## src/rtl/calc_pkg.sv

```systemverilog
// Shared definitions for the calculator arithmetic units.
//
// Handshake common to every unit:
//   start - one-cycle request. A unit accepts it only when idle (IDLE) or
//           holding a finished result (DONE). Operands are sampled with it.
//   ready - result valid. Stays high until the next accepted start or reset.
//   busy  - high while the unit is computing (RUN and FIX).
package calc_pkg;

    typedef enum logic [1:0] {
        IDLE = 2'd0,
        RUN  = 2'd1,
        FIX  = 2'd2,
        DONE = 2'd3
    } calc_state_t;

    // Width of a counter that indexes bits 0..w-1 (never narrower than 1 bit).
    function automatic int cnt_width(input int w);
        int n;
        n = $clog2(w);
        return (n < 1) ? 1 : n;
    endfunction

endpackage

```

## src/rtl/seq_multiplier_param.sv

```systemverilog
// Parametrised shift-and-add sequential multiplier for the calculator
// datapath. Processes one multiplier bit per cycle, LSB first. Signed
// operands are reduced to magnitudes and the sign is applied in FIX.
//
// Ports:
//   clk          in   rising-edge clock
//   rst          in   synchronous active-high reset
//   start        in   request, accepted in IDLE or DONE
//   signed_mode  in   1 = two's-complement operands (sampled with start)
//   num1         in   multiplicand, WIDTH bits (sampled with start)
//   num2         in   multiplier, WIDTH bits (sampled with start)
//   result       out  2*WIDTH-bit product, stable while ready=1
//   ready        out  result valid until next accepted start or rst
//   busy         out  high in RUN and FIX
//
// state | meaning
// IDLE  | waiting for the first start after reset
// RUN   | one multiplier bit per cycle, accumulating partial products
// FIX   | apply sign to accumulator, publish result
// DONE  | result held with ready=1; start re-arms as from IDLE
import calc_pkg::*;

module seq_multiplier_param #(
    parameter int WIDTH      = 16,
    parameter bit EARLY_EXIT = 1'b0
) (
    input  logic                 clk,
    input  logic                 rst,
    input  logic                 start,
    input  logic                 signed_mode,
    input  logic [WIDTH-1:0]     num1,
    input  logic [WIDTH-1:0]     num2,
    output logic [2*WIDTH-1:0]   result,
    output logic                 ready,
    output logic                 busy
);

    localparam int PW = 2 * WIDTH;
    localparam int CW = cnt_width(WIDTH);
    localparam logic [CW-1:0] LAST_BIT = CW'(WIDTH - 1);

    calc_state_t         r_state;
    calc_state_t         w_next;

    logic [PW-1:0]       r_mcand;
    logic [WIDTH-1:0]    r_mplier;
    logic [CW-1:0]       r_cnt;
    logic [PW-1:0]       r_acc;
    logic                r_neg;
    logic [PW-1:0]       r_result;
    logic                r_ready;

    logic [WIDTH-1:0]    w_mag1;
    logic [WIDTH-1:0]    w_mag2;
    logic                w_neg;
    logic                w_accept;
    logic [WIDTH-1:0]    w_mplier_next;
    logic                w_run_last;

    // -2^(WIDTH-1) negates to itself, which read as unsigned is its magnitude.
    assign w_mag1 = (signed_mode && num1[WIDTH-1]) ? -num1 : num1;
    assign w_mag2 = (signed_mode && num2[WIDTH-1]) ? -num2 : num2;
    assign w_neg  = signed_mode & (num1[WIDTH-1] ^ num2[WIDTH-1]);

    assign w_accept      = start && ((r_state == IDLE) || (r_state == DONE));
    assign w_mplier_next = r_mplier >> 1;
    assign w_run_last    = (r_cnt == LAST_BIT) ||
                           (EARLY_EXIT && (w_mplier_next == '0));

    always_ff @(posedge clk) begin
        if (rst) begin
            r_state <= IDLE;
        end else begin
            r_state <= w_next;
        end
    end

    always_comb begin
        w_next = r_state;
        case (r_state)
            IDLE, DONE: begin
                if (start) begin
                    w_next = (EARLY_EXIT && (w_mag2 == '0)) ? FIX : RUN;
                end
            end
            RUN: begin
                if (w_run_last) begin
                    w_next = FIX;
                end
            end
            FIX: begin
                w_next = DONE;
            end
            default: begin
                w_next = IDLE;
            end
        endcase
    end

    always_ff @(posedge clk) begin
        if (rst) begin
            r_mcand  <= '0;
            r_mplier <= '0;
            r_cnt    <= '0;
            r_acc    <= '0;
            r_neg    <= 1'b0;
            r_result <= '0;
            r_ready  <= 1'b0;
        end else if (w_accept) begin
            r_mcand  <= {{WIDTH{1'b0}}, w_mag1};
            r_mplier <= w_mag2;
            r_cnt    <= '0;
            r_acc    <= '0;
            r_neg    <= w_neg;
            r_result <= '0;
            r_ready  <= 1'b0;
        end else if (r_state == RUN) begin
            if (r_mplier[0]) begin
                r_acc <= r_acc + (r_mcand << r_cnt);
            end
            r_mplier <= w_mplier_next;
            r_cnt    <= r_cnt + 1'b1;
        end else if (r_state == FIX) begin
            r_result <= r_neg ? -r_acc : r_acc;
            r_ready  <= 1'b1;
        end
    end

    assign result = r_result;
    assign ready  = r_ready;
    assign busy   = (r_state == RUN) || (r_state == FIX);

endmodule

```

## config.mk

```make
export PLATFORM = sky130hd
export DESIGN_NAME = seq_multiplier_param
export DESIGN_NICKNAME = d
export VERILOG_FILES = /design/src/rtl/calc_pkg.sv /design/src/rtl/seq_multiplier_param.sv
export SDC_FILE = /design/constraint.sdc
export NUM_CORES = 1
export LEC_CHECK = 0
export CAP_MARGIN = 20
export CORE_MARGIN = 5
export CORE_UTILIZATION = 27
export DETAILED_ROUTE_END_ITERATION = 16
export PLACE_DENSITY_LB_ADDON = 0.05
export SETUP_SLACK_MARGIN = 0.15
export SYNTH_ARGS = -nofsm -noshare
export SYNTH_HDL_FRONTEND = slang
export SYNTH_SLANG_ARGS = --single-unit
```

## constraint.sdc

```tcl
create_clock -name clk -period 3.59 [get_ports clk]
set_clock_uncertainty 0.1 [all_clocks]
set_input_delay 0.5385 -clock clk [delete_from_list [all_inputs] [get_ports clk]]
set_output_delay 0.5385 -clock clk [all_outputs]
set_load 0.01 [all_outputs]
```

==> results of run 1 <==
worst min-delay path: stages, from the launching register on:
cell and delay [ns]:
dfxtp_1 0.33, nor2_1 0.04, nor2_1 0.06
worst paths after layout:
kind / from / end
worst max-delay path: r_cnt[0] / r_acc[22]
worst max register to register: r_cnt[0] / r_acc[22]
worst min-delay path: ready / ready
worst min register to register: ready / ready
cell usage in the layout (no fill, tap or decap), types with 17 or more instances in the layout:
| cell type | Yosys | final |
|---|---|---|
| nor2_1 | 129 | 123 |
| buf_4 | 0 | 111 |
| dfxtp_1 | 104 | 102 |
| nand2_1 | 99 | 96 |
| clkdlybuf4s50_1 | 0 | 69 |
| a211oi_1 | 63 | 61 |
| a21oi_1 | 76 | 58 |
| o21ai_0 | 70 | 54 |
| xor2_1 | 47 | 47 |
| ha_1 | 38 | 32 |
| xnor2_1 | 29 | 29 |
| mux2i_1 | 27 | 23 |
| inv_1 | 22 | 21 |
| a21oi_2 | 0 | 18 |
| nand3_1 | 17 | 17 |
routing by layer:
metal  global-route usage  vias to the layer above
met5                    0                        -
met1               0.2115                     3219
met4              0.04743                        0
met2               0.2276                      137
met3              0.01670                       26
li1                     -                     3807
kinds of logic after synthesis:
kind of cell,Yosys count,synth area share
multiplexers,39,0.06204
AND/OR/NAND/NOR,340,0.2098
AO/OA/AOI/OAI,294,0.2517
adder cells (fa/ha/maj),39,0.06658
flip-flops,104,0.2798
XOR/XNOR,76,0.08944
buffers and inverters,80,0.04069
power by group:
part	switching, mW	internal, mW	total [mW]
Combinational	1.50	1.31	2.82
Clock	0.516	0.510	1.03
Sequential	0.178	1.39	1.57
layout make-up:
cell class | count | share of cell area
clock buffers | 10 | 0.02395
clock inverters | 6 | 0.006269
inverters | 22 | 0.008275
multi-input cells | 788 | 0.5420
flip-flops and latches | 104 | 0.2091
well taps | 341 | 0.04275
repair buffers | 188 | 0.1676
flip-flops by register name, summed over array words and instances, names as in the netlist:
register / cells
r_state: 2
r_neg: 1
r_mcand: 16
r_cnt: 4
ready: 1
result: 32
r_mplier: 16
r_acc: 32
through the flow:
step           cell area (µm²)  total power [mW]
2_1_floorplan             7452             3.191
3_3_place_gp              9165             4.197
3_5_place_dp              9165             4.191
4_1_cts                   9559             5.295
5_1_grt                   9980             5.849
6_report                  9980             5.416
timing repair:
item	in CTS	in global routing
setup endpoints to repair	15	20
setup buffers	3	10
gates resized for setup	25	72
pin swaps	9	26
==> results by group, run 1 <==
Setup path
  – Element type at the critical path start: register
  – R2r worst-path depth: 13
  – Critical path's most frequent cell: a21boi_2
  – CP endpoint kind: register
  – Number of gates on the worst path with buffers counted: 13
  – Critical Path Fanout Max: 7
  – Crit path buffers/inverters: 2
  – Peak per-stage delay on the critical path: 0.55 ns
  – Worst setup slack for register-to-register paths: roughly 0.22 ns
  – Cells traversed along the worst timing path: buf_12 -> mux4_2 -> mux2i_2 -> o22ai_1 -> ha_1 -> nand2_1 -> nor2_2 -> a21boi_2 -> buf_4 -> o211ai_1 -> a21boi_2 -> or3_1 -> a32o_1
  – Top delay family on crit path: compound AO/OA/AOI/OAI gates
  – Critical path class: register to register
  – Worst EP required: ~3.8 ns
  – Worst endpoint data arrival time: roughly 3.5 ns
  – Critical Path Slowest Stage Cell: mux4_2

Route
  – Starting DRT DRC Count: roughly 480
  – Pre-Repair DR Iteration Count: 4
  – Total number of vias: just over 7000
  – Average via count per standard cell: a little under 5
  – Antenna-violating nets left: 0
  – Met2 wire length: between 9000 and 10000 µm
  – Detail-routed net length per standard cell: around 16 µm
  – Wire length on met1: approximately 12000 µm
  – Total wire length after detailed routing: 23190 µm
  – Met3 wirelength from detailed routing: approximately 870 µm
  – Top routing layer in use: met4
  – Number of design rule violations left after detail routing: 0

Synth
  – Post-synth design cell area: around 7400 µm²
  – Post-Synthesis Net Count: ~1000
  – Yosys top cell area share: 0.2798
  – Post-synthesis sequential element count: roughly 100
  – Yosys top cell by area: dfxtp_1
  – Main area contributors after synthesis: dfxtp_1, nor2_1, ha_1
  – Async S/R FF share, synth: 0
  – Top cells by instance count after synthesis: nor2_1, dfxtp_1, nand2_1, a21oi_1, o21ai_0
  – Synthesis Warnings: 0
  – Post-synth cell types: 59
  – Number of flops mapped to enable cells by yosys: 0
  – Number of cells produced by synthesis: between 900 and 1000
  – Most common cell in the synthesized netlist: nor2_1
  – Mean instance size in the synthesized netlist: roughly 7.7 µm²
  – Most common flop cell mapped by yosys: dfxtp_1
  – Proportion of synthesized chip area in sequential cells: 0.2798

Layout
  – Total area of multi-input combinational cells: ~5400 µm²
  – Final non-filler cell total: roughly 1500
  – Reg area: approximately 2100 µm²
  – Antenna diodes: 0
  – Final nets: roughly 1200
  – Finished Core Util: 0.3693
  – Area Overhead vs Synth: 34.10%
  – Share of final-layout standard cells stronger than drive strength 1: 0.2066
  – Fillers: 2869

CTS
  – Number of buffers on the longest clock path: 2
  – Hold buffers post-CTS: 0
  – Clock-pin slew on the worst setup and hold paths: about 0.090 ns
  – Clock tree from TritonCTS: built
  – Htree depth: 3
  – Clock tree sinks: about 100
  – TritonCTS buffer count: 9
  – Skew-Pair Late Insertion Delay: between 0.3 and 0.4 ns
  – Clk root buf: clkbuf_16

Pwr
  – Maximum vdd drop: 0.0002503 V
  – Areal power density over the cells: approximately 540 nW/µm²
  – Pleak: about 3.8 nW

Floorplan
  – Height of the chip: approximately 180 µm
  – I/O pin cnt: 70
  – DIE AREA: between 30000 and 40000 µm²
  – Effective utilization at floorplan: 0.2754
  – Core area: between 20000 and 30000 µm²
  – Number of standard-cell rows in the floorplan: 60
  – Die span in x: roughly 180 µm

Timing
  – Final Max Slew Viols: 0
  – Fin crit period: 3.369 ns
  – Setup Viol. Count Final: 0
  – Setup ws final: approximately 0.22 ns
  – Setup TNS Final: 0 ns
  – Transition time at the pin with the least slew margin: around 1.1 ns
  – Number of failing hold endpoints at the final stage: 0
  – Setup repair after global routing missed its margin: yes
  – Worst hold margin: 0.3650 ns
  – Max transition margin: 0.2912
  – Top achievable clock speed: 296.8 MHz
  – Fin crit share: 0.9385

Outcome
  – Run status: finished clean

Global routing
  – Pin count of the biggest net entering global routing: 60
  – Global router's overall resource usage: 0.1464
  – Total gr overflow: 0
  – Initial antenna violation count: 0
  – Via count of the first global-routing pass: approximately 7000
  – Global-route wire length before repair: about 37000 µm

Placement
  – # port buffers: 69
  – Gp weighted congestion: between 0.8 and 0.9
  – # placed instances: approximately 1400
  – Setup Slack @ Placement: -0.1439 ns
  – Detailed placer's ending HPWL: around 18000 µm

Worst hold path
  – Hold-critical path depth: 2
  – Type of the most critical hold path: register to register

Run
  – Max-cap violations: 0
No activity file was read; power rests on OpenSTA's default activity.
==> inputs of run 2 (changes only) <==
--- a/config.mk
+++ b/config.mk
@@ -11,6 +11,7 @@
 export DETAILED_ROUTE_END_ITERATION = 16
 export PLACE_DENSITY_LB_ADDON = 0.05
 export SETUP_SLACK_MARGIN = 0.15
+export SKIP_CTS_REPAIR_TIMING = 1
 export SYNTH_ARGS = -nofsm -noshare
 export SYNTH_HDL_FRONTEND = slang
 export SYNTH_SLANG_ARGS = --single-unit
==> run 2 against run 1 <==
Critical path depth stayed put; hold slack is essentially flat; combinational power rose by 2%; non-clock buffer count up 9; die area unchanged; clock-buffer cell count stayed put; via count up 0.72%; highest routed layer unchanged.
==> results by group, run 2 (same netlist as run 1, synthesis figures left out) <==
Pwr
  – Switching power as a share of total power: 0.4040
  – Clk network pwr share: 0.187
  – Areal power density over the cells: between 500 and 600 nW/µm²
  – Maximum vdd drop: roughly 0.00025 V
  – Part of the power in combinational logic: 0.526
  – Cell-internal power: ~3.3 mW
  – Seq pwr share: 0.287
  – Pleak: about 3.8 nW
  – Switching component of the power: roughly 2.2 mW

Global routing
  – Initial antenna violation count: 0
  – Global router's overall resource usage: 0.1456
  – Total gr overflow: 0
  – Via count of the first global-routing pass: just under 7000
  – Global-route wire length before repair: 36770 µm
  – Pin count of the biggest net entering global routing: 60

Setup path
  – Worst setup slack for register-to-register paths: 0.07 ns
  – Number of gates on the worst path with buffers counted: 13
  – R2r worst-path depth: 13
  – Crit path buffers/inverters: 2
  – FF-to-FF End: r_acc[22]
  – CP endpoint kind: register
  – Critical Path Fanout Max: 7
  – Worst endpoint data arrival time: 3.68 ns
  – Cells traversed along the worst timing path: buf_12 -> mux4_2 -> mux2i_2 -> o22ai_2 -> ha_1 -> nand2_2 -> nor2_4 -> a21boi_1 -> buf_4 -> o211ai_1 -> a21boi_2 -> or3_1 -> a32o_1
  – Top delay family on crit path: compound AO/OA/AOI/OAI gates
  – Element type at the critical path start: register
  – Timing endpoint of the critical path: r_acc[22]
  – Critical Path Slowest Stage Cell: mux4_2
  – Peak per-stage delay on the critical path: 0.55 ns
  – Worst EP required: 3.75 ns
  – Critical path class: register to register
  – Timing startpoint of the critical path: r_cnt[0]
  – Worst r2r src: r_cnt[0]

Layout
  – Antenna diodes: 0
  – Finished Core Util: 0.3731
  – Leading cell type in the layout, fill and taps excluded: nor2_1
  – Reg area: 2087 µm²
  – Most frequent cells in the layout: nor2_1, buf_4, dfxtp_1, nand2_1, clkdlybuf4s50_1
  – Area Overhead vs Synth: 35.49%
  – Fillers: ~2900
  – Total area of multi-input combinational cells: ~5400 µm²
  – Share of final-layout standard cells stronger than drive strength 1: 0.2112
  – Final nets: between 1000 and 1500

Placement
  – Gp weighted congestion: roughly 0.86
  – # port buffers: 69
  – Detailed placer's ending HPWL: 18100 µm

CTS
  – Clock-pin slew on the worst setup and hold paths: 0.09 ns
  – Htree depth: 3
  – Clock tree sinks: about 100
  – Skew-Pair Late Insertion Delay: about 0.36 ns
  – TritonCTS buffer count: 9
  – Clk root buf: clkbuf_16
  – Clock tree from TritonCTS: built
  – Number of buffers on the longest clock path: 2

Timing
  – Setup Viol. Count Final: 0
  – Fin crit period: approximately 3.5 ns
  – Max transition margin: 0.2965
  – Transition time at the pin with the least slew margin: approximately 1.1 ns
  – Setup TNS Final: 0 ns
  – Setup repair after global routing missed its margin: yes
  – Number of failing hold endpoints at the final stage: 0
  – Final Max Slew Viols: 0
  – Fin crit share: 0.9813
  – Top achievable clock speed: 283.9 MHz

Floorplan
  – Die span in x: between 150 and 200 µm
  – I/O pin cnt: 70
  – Number of standard-cell rows in the floorplan: 60
  – Effective utilization at floorplan: 0.2754
  – Height of the chip: ~180 µm
  – DIE AREA: ~31000 µm²
  – Core area: approximately 27000 µm²

Route
  – Pre-Repair DR Iteration Count: 4
  – Antenna-violating nets left: 0
  – Total wire length after detailed routing: 23310 µm
  – Starting DRT DRC Count: 438
  – Average via count per standard cell: 4.933
  – Detail-routed net length per standard cell: 15.88 µm
  – Total number of vias: 7241
  – Number of design rule violations left after detail routing: 0

Worst hold path
  – Type of the most critical hold path: register to register

Run
  – Max-cap violations: 0

Outcome
  – Run status: finished clean
-- run 2: changes by cell type in the layout (fill, tap and decap cells not counted), moves of 2 or more --
cell      before  now
buf_4        111  116
a211oi_1      61   63
a211oi_2       2    0
a21boi_1       0    2
a21oi_2       18   16
buf_6          3    5
ha_4           4    2
-- run 2: worst reg2reg max path: stages (launching register included) --
cell      delay [ns]
dfxtp_2         0.35
buf_12          0.13
mux4_2          0.55
mux2i_2         0.22
o22ai_2         0.10
ha_1            0.36
nand2_2         0.12
nor2_4          0.05
a21boi_1        0.12
buf_4           0.15
o211ai_1        0.42
a21boi_2        0.12
or3_1           0.38
a32o_1          0.26
-- run 2: metrics by stage --
step | setup slack, ns | instances | cell area (µm²) | power [mW] | hold WS [ns]
2_1_floorplan | 0.1922 | 972 | 7452 | 3.191 | 0.3576
3_3_place_gp | -0.1065 | 1428 | 9165 | 4.197 | 0.3437
3_5_place_dp | -0.1439 | 1428 | 9165 | 4.191 | 0.3567
4_1_cts | -0.1541 | 1444 | 9467 | 5.245 | 0.3754
5_1_grt | -0.03539 | 1468 | 10080 | 5.907 | 0.3988
6_report | 0.06707 | 1468 | 10080 | 5.479 | 0.3650
-- run 2: power groups by stage --
stage	Sequential [mW]	Clock [mW]	Combinational, mW
3_3_place_gp	1.61	0	2.59
3_5_place_dp	1.61	0	2.58
6_report	1.57	1.03	2.88
4_1_cts	1.58	1.07	2.59
2_1_floorplan	1.58	0	1.61
5_1_grt	1.61	1.10	3.20
-- run 2: worst min path at each step --
stage	from	endpoint	slack (ns)	cells past startpoint
finish	ready	ready	0.37	2
global route	result[22]	result[22]	0.40	2
CTS	ready	ready	0.38	2
detailed placement	ready	ready	0.36	2
global placement	ready	ready	0.34	2
floorplan	r_mcand[15]	r_mcand[15]	0.36	2
-- run 2: layer usage --
| metal | vias up | share of wire | GRT usage |
|---|---|---|---|
| met3 | 23 | 0.041 | 0.01670 |
| met1 | 3237 | 0.50 | 0.2100 |
| met4 | 0 | 0.018 | 0.04418 |
| li1 | 3838 | - | - |
| met5 | - | 0 | 0 |
| met2 | 143 | 0.44 | 0.2281 |
-- run 2: cell type report --
| type | instances | area share |
|---|---|---|
| clock buffers | 10 | 0.02370 |
| repair buffers | 197 | 0.1753 |
| well taps | 341 | 0.04231 |
| clock inverters | 6 | 0.006204 |
| flip-flops and latches | 104 | 0.2070 |
| multi-input cells | 788 | 0.5369 |
| inverters | 22 | 0.008562 |
==> inputs of run 3 (changes only) <==
--- a/config.mk
+++ b/config.mk
@@ -6,7 +6,7 @@
 export NUM_CORES = 1
 export LEC_CHECK = 0
 export CAP_MARGIN = 20
-export CORE_MARGIN = 5
+export CORE_MARGIN = 2
 export CORE_UTILIZATION = 27
 export DETAILED_ROUTE_END_ITERATION = 16
 export PLACE_DENSITY_LB_ADDON = 0.05
==> run 3 against run 2 <==
Register-to-register slack gained 0.12 ns; global-route usage grew 1.9 points; utilization is essentially flat; sequential power is essentially flat; combinational power grew 3%; first-iteration DRC count shrank 17%; hold slack gained 0.0059 ns; clock power is essentially flat; sequential share of layout area is essentially flat; design area is essentially flat; die area shrank 6.7%; largest power group unchanged.
==> results by group, run 3 (same netlist as run 1, synthesis figures left out) <==
Route
  – Pre-Repair DR Iteration Count: 5
  – Total number of vias: between 7000 and 8000
  – Average via count per standard cell: around 5.0
  – Antenna-violating nets left: 0
  – Number of design rule violations left after detail routing: 0
  – Starting DRT DRC Count: ~360
  – Detail-routed net length per standard cell: between 15 and 20 µm
  – Total wire length after detailed routing: around 24000 µm

CTS
  – Skew-Pair Late Insertion Delay: roughly 0.36 ns
  – Clock tree sinks: about 100
  – Number of buffers on the longest clock path: 2
  – Clock tree from TritonCTS: built
  – TritonCTS buffer count: 9
  – Htree depth: 3
  – Clock-pin slew on the worst setup and hold paths: about 0.080 ns
  – Clk root buf: clkbuf_16

Timing
  – Setup Viol. Count Final: 0
  – Top achievable clock speed: 294.2 MHz
  – Final Max Slew Viols: 0
  – Setup TNS Final: 0 ns
  – Setup repair after global routing missed its margin: yes
  – Fin crit share: 0.9469
  – Fin crit period: between 3 and 4 ns
  – Number of failing hold endpoints at the final stage: 0
  – Transition time at the pin with the least slew margin: 0.9400 ns
  – Max transition margin: 0.3733

Floorplan
  – Core area: 27030 µm²
  – Die span in x: 170.0 µm
  – Effective utilization at floorplan: 0.2754
  – Height of the chip: 170.0 µm
  – DIE AREA: slightly below 30000 µm²
  – I/O pin cnt: 70
  – Number of standard-cell rows in the floorplan: 60

Layout
  – Final nets: 1192
  – Share of final-layout standard cells stronger than drive strength 1: 0.2255
  – Antenna diodes: 0
  – Most frequent cells in the layout: nor2_1, buf_4, dfxtp_1, nand2_1, clkdlybuf4s50_1
  – Leading cell type in the layout, fill and taps excluded: nor2_1
  – Area Overhead vs Synth: 35.44%
  – Post-route design area: 10080 µm²
  – Final non-filler cell total: ~1500

Pwr
  – Total power consumption of the routed design: between 5 and 6 mW
  – Pleak: between 3 and 4 nW
  – Areal power density over the cells: roughly 560 nW/µm²
  – Maximum vdd drop: around 0.00021 V

Worst hold path
  – Hold-critical path depth: 2
  – Worst Hold Path EP: ready
  – Type of the most critical hold path: register to register
  – Hold Path Origin: ready

Setup path
  – Critical Path Fanout Max: 8
  – Worst setup slack for register-to-register paths: 0.19 ns
  – Worst endpoint data arrival time: between 3 and 4 ns
  – Worst r2r src: r_cnt[0]
  – Timing startpoint of the critical path: r_cnt[0]
  – R2r worst-path depth: 17
  – Critical path class: register to register
  – Element type at the critical path start: register
  – FF-to-FF End: r_acc[28]
  – Worst EP required: 3.75 ns
  – CP endpoint kind: register

Global routing
  – Via count of the first global-routing pass: 7070
  – Global router's overall resource usage: 0.1649
  – Pin count of the biggest net entering global routing: 51
  – Initial antenna violation count: 0
  – Total gr overflow: 0
  – Global-route wire length before repair: 37730 µm

Outcome
  – Run status: finished clean

Placement
  – # placed instances: between 1000 and 1500
  – # port buffers: 69
  – Gp weighted congestion: between 0.8 and 0.9
  – Detailed placer's ending HPWL: around 19000 µm
  – Placed inst area: 9135 µm²

Run
  – Max-cap violations: 0
==> run 3: cell count changes in the layout (fill, tap and decap cells not counted), moves of 3 or more <==
cell | before | now
o21ai_0 | 55 | 52
a21oi_2 | 16 | 20
nor2_1 | 123 | 120
o21ai_2 | 4 | 7
buf_6 | 5 | 1
nor2_2 | 5 | 8
nand2_1 | 95 | 91
a211oi_2 | 0 | 3
a211oi_1 | 63 | 59
a21oi_1 | 59 | 54
nand2_2 | 3 | 8
==> run 3: worst max path at each step <==
stage	endpoint	cells past startpoint	slack, ns
floorplan	r_acc[31]	13	0.19
global placement	r_acc[22]	13	-0.11
detailed placement	r_acc[31]	15	-0.15
CTS	r_acc[31]	13	-0.12
global route	r_acc[28]	17	0.05
finish	r_acc[28]	17	0.19
==> run 3: metal layers <==
metal	up-vias	GRT usage	routed length (µm)
li1	3807	-	-
met1	3318	0.2321	11870
met2	118	0.2639	10590
met3	20	0.01884	684
met4	0	0.05017	382
met5	-	0	0
==> run 3: per-stage QoR <==
stage,worst slack (ns),utilization,hold WS [ns]
CTS,-0.1193,0.3493,0.3774
finish,0.1908,0.3730,0.3709
detailed placement,-0.1466,0.3380,0.3569
global route,0.05456,0.3730,0.3856
global placement,-0.1145,0.3380,0.3449
floorplan,0.1922,-,0.3576
==> run 3: final cells by class <==
cell class	count	area, µm²
Clock buffer	10	229.0
Clock inverter	6	75.07
Fill cell	2864	16950
Inverter	22	86.33
Multi-Input combinational cell	788	5488
Sequential cell	104	2087
Tap cell	341	426.7
Timing Repair Buffer	192	1688
==> run 3: critical path, stage by stage, from the launching register on <==
cell,delay (ns)
dfxtp_2,0.33
buf_12,0.13
buf_4,0.13
clkbuf_16,0.14
a211oi_4,0.18
a21oi_2,0.08
buf_4,0.14
a21oi_2,0.14
buf_4,0.12
nor2_1,0.05
ha_1,0.34
nand4b_1,0.18
buf_4,0.18
nand4_1,0.15
and2_2,0.24
nand4_1,0.15
a31o_2,0.27
a32o_1,0.24
==> run 3: power breakdown <==
part	internal [mW]	leakage [nW]	switching [mW]
clock network	0.553	0.145	0.495
registers	1.39	0.849	0.200
logic	1.40	2.83	1.56
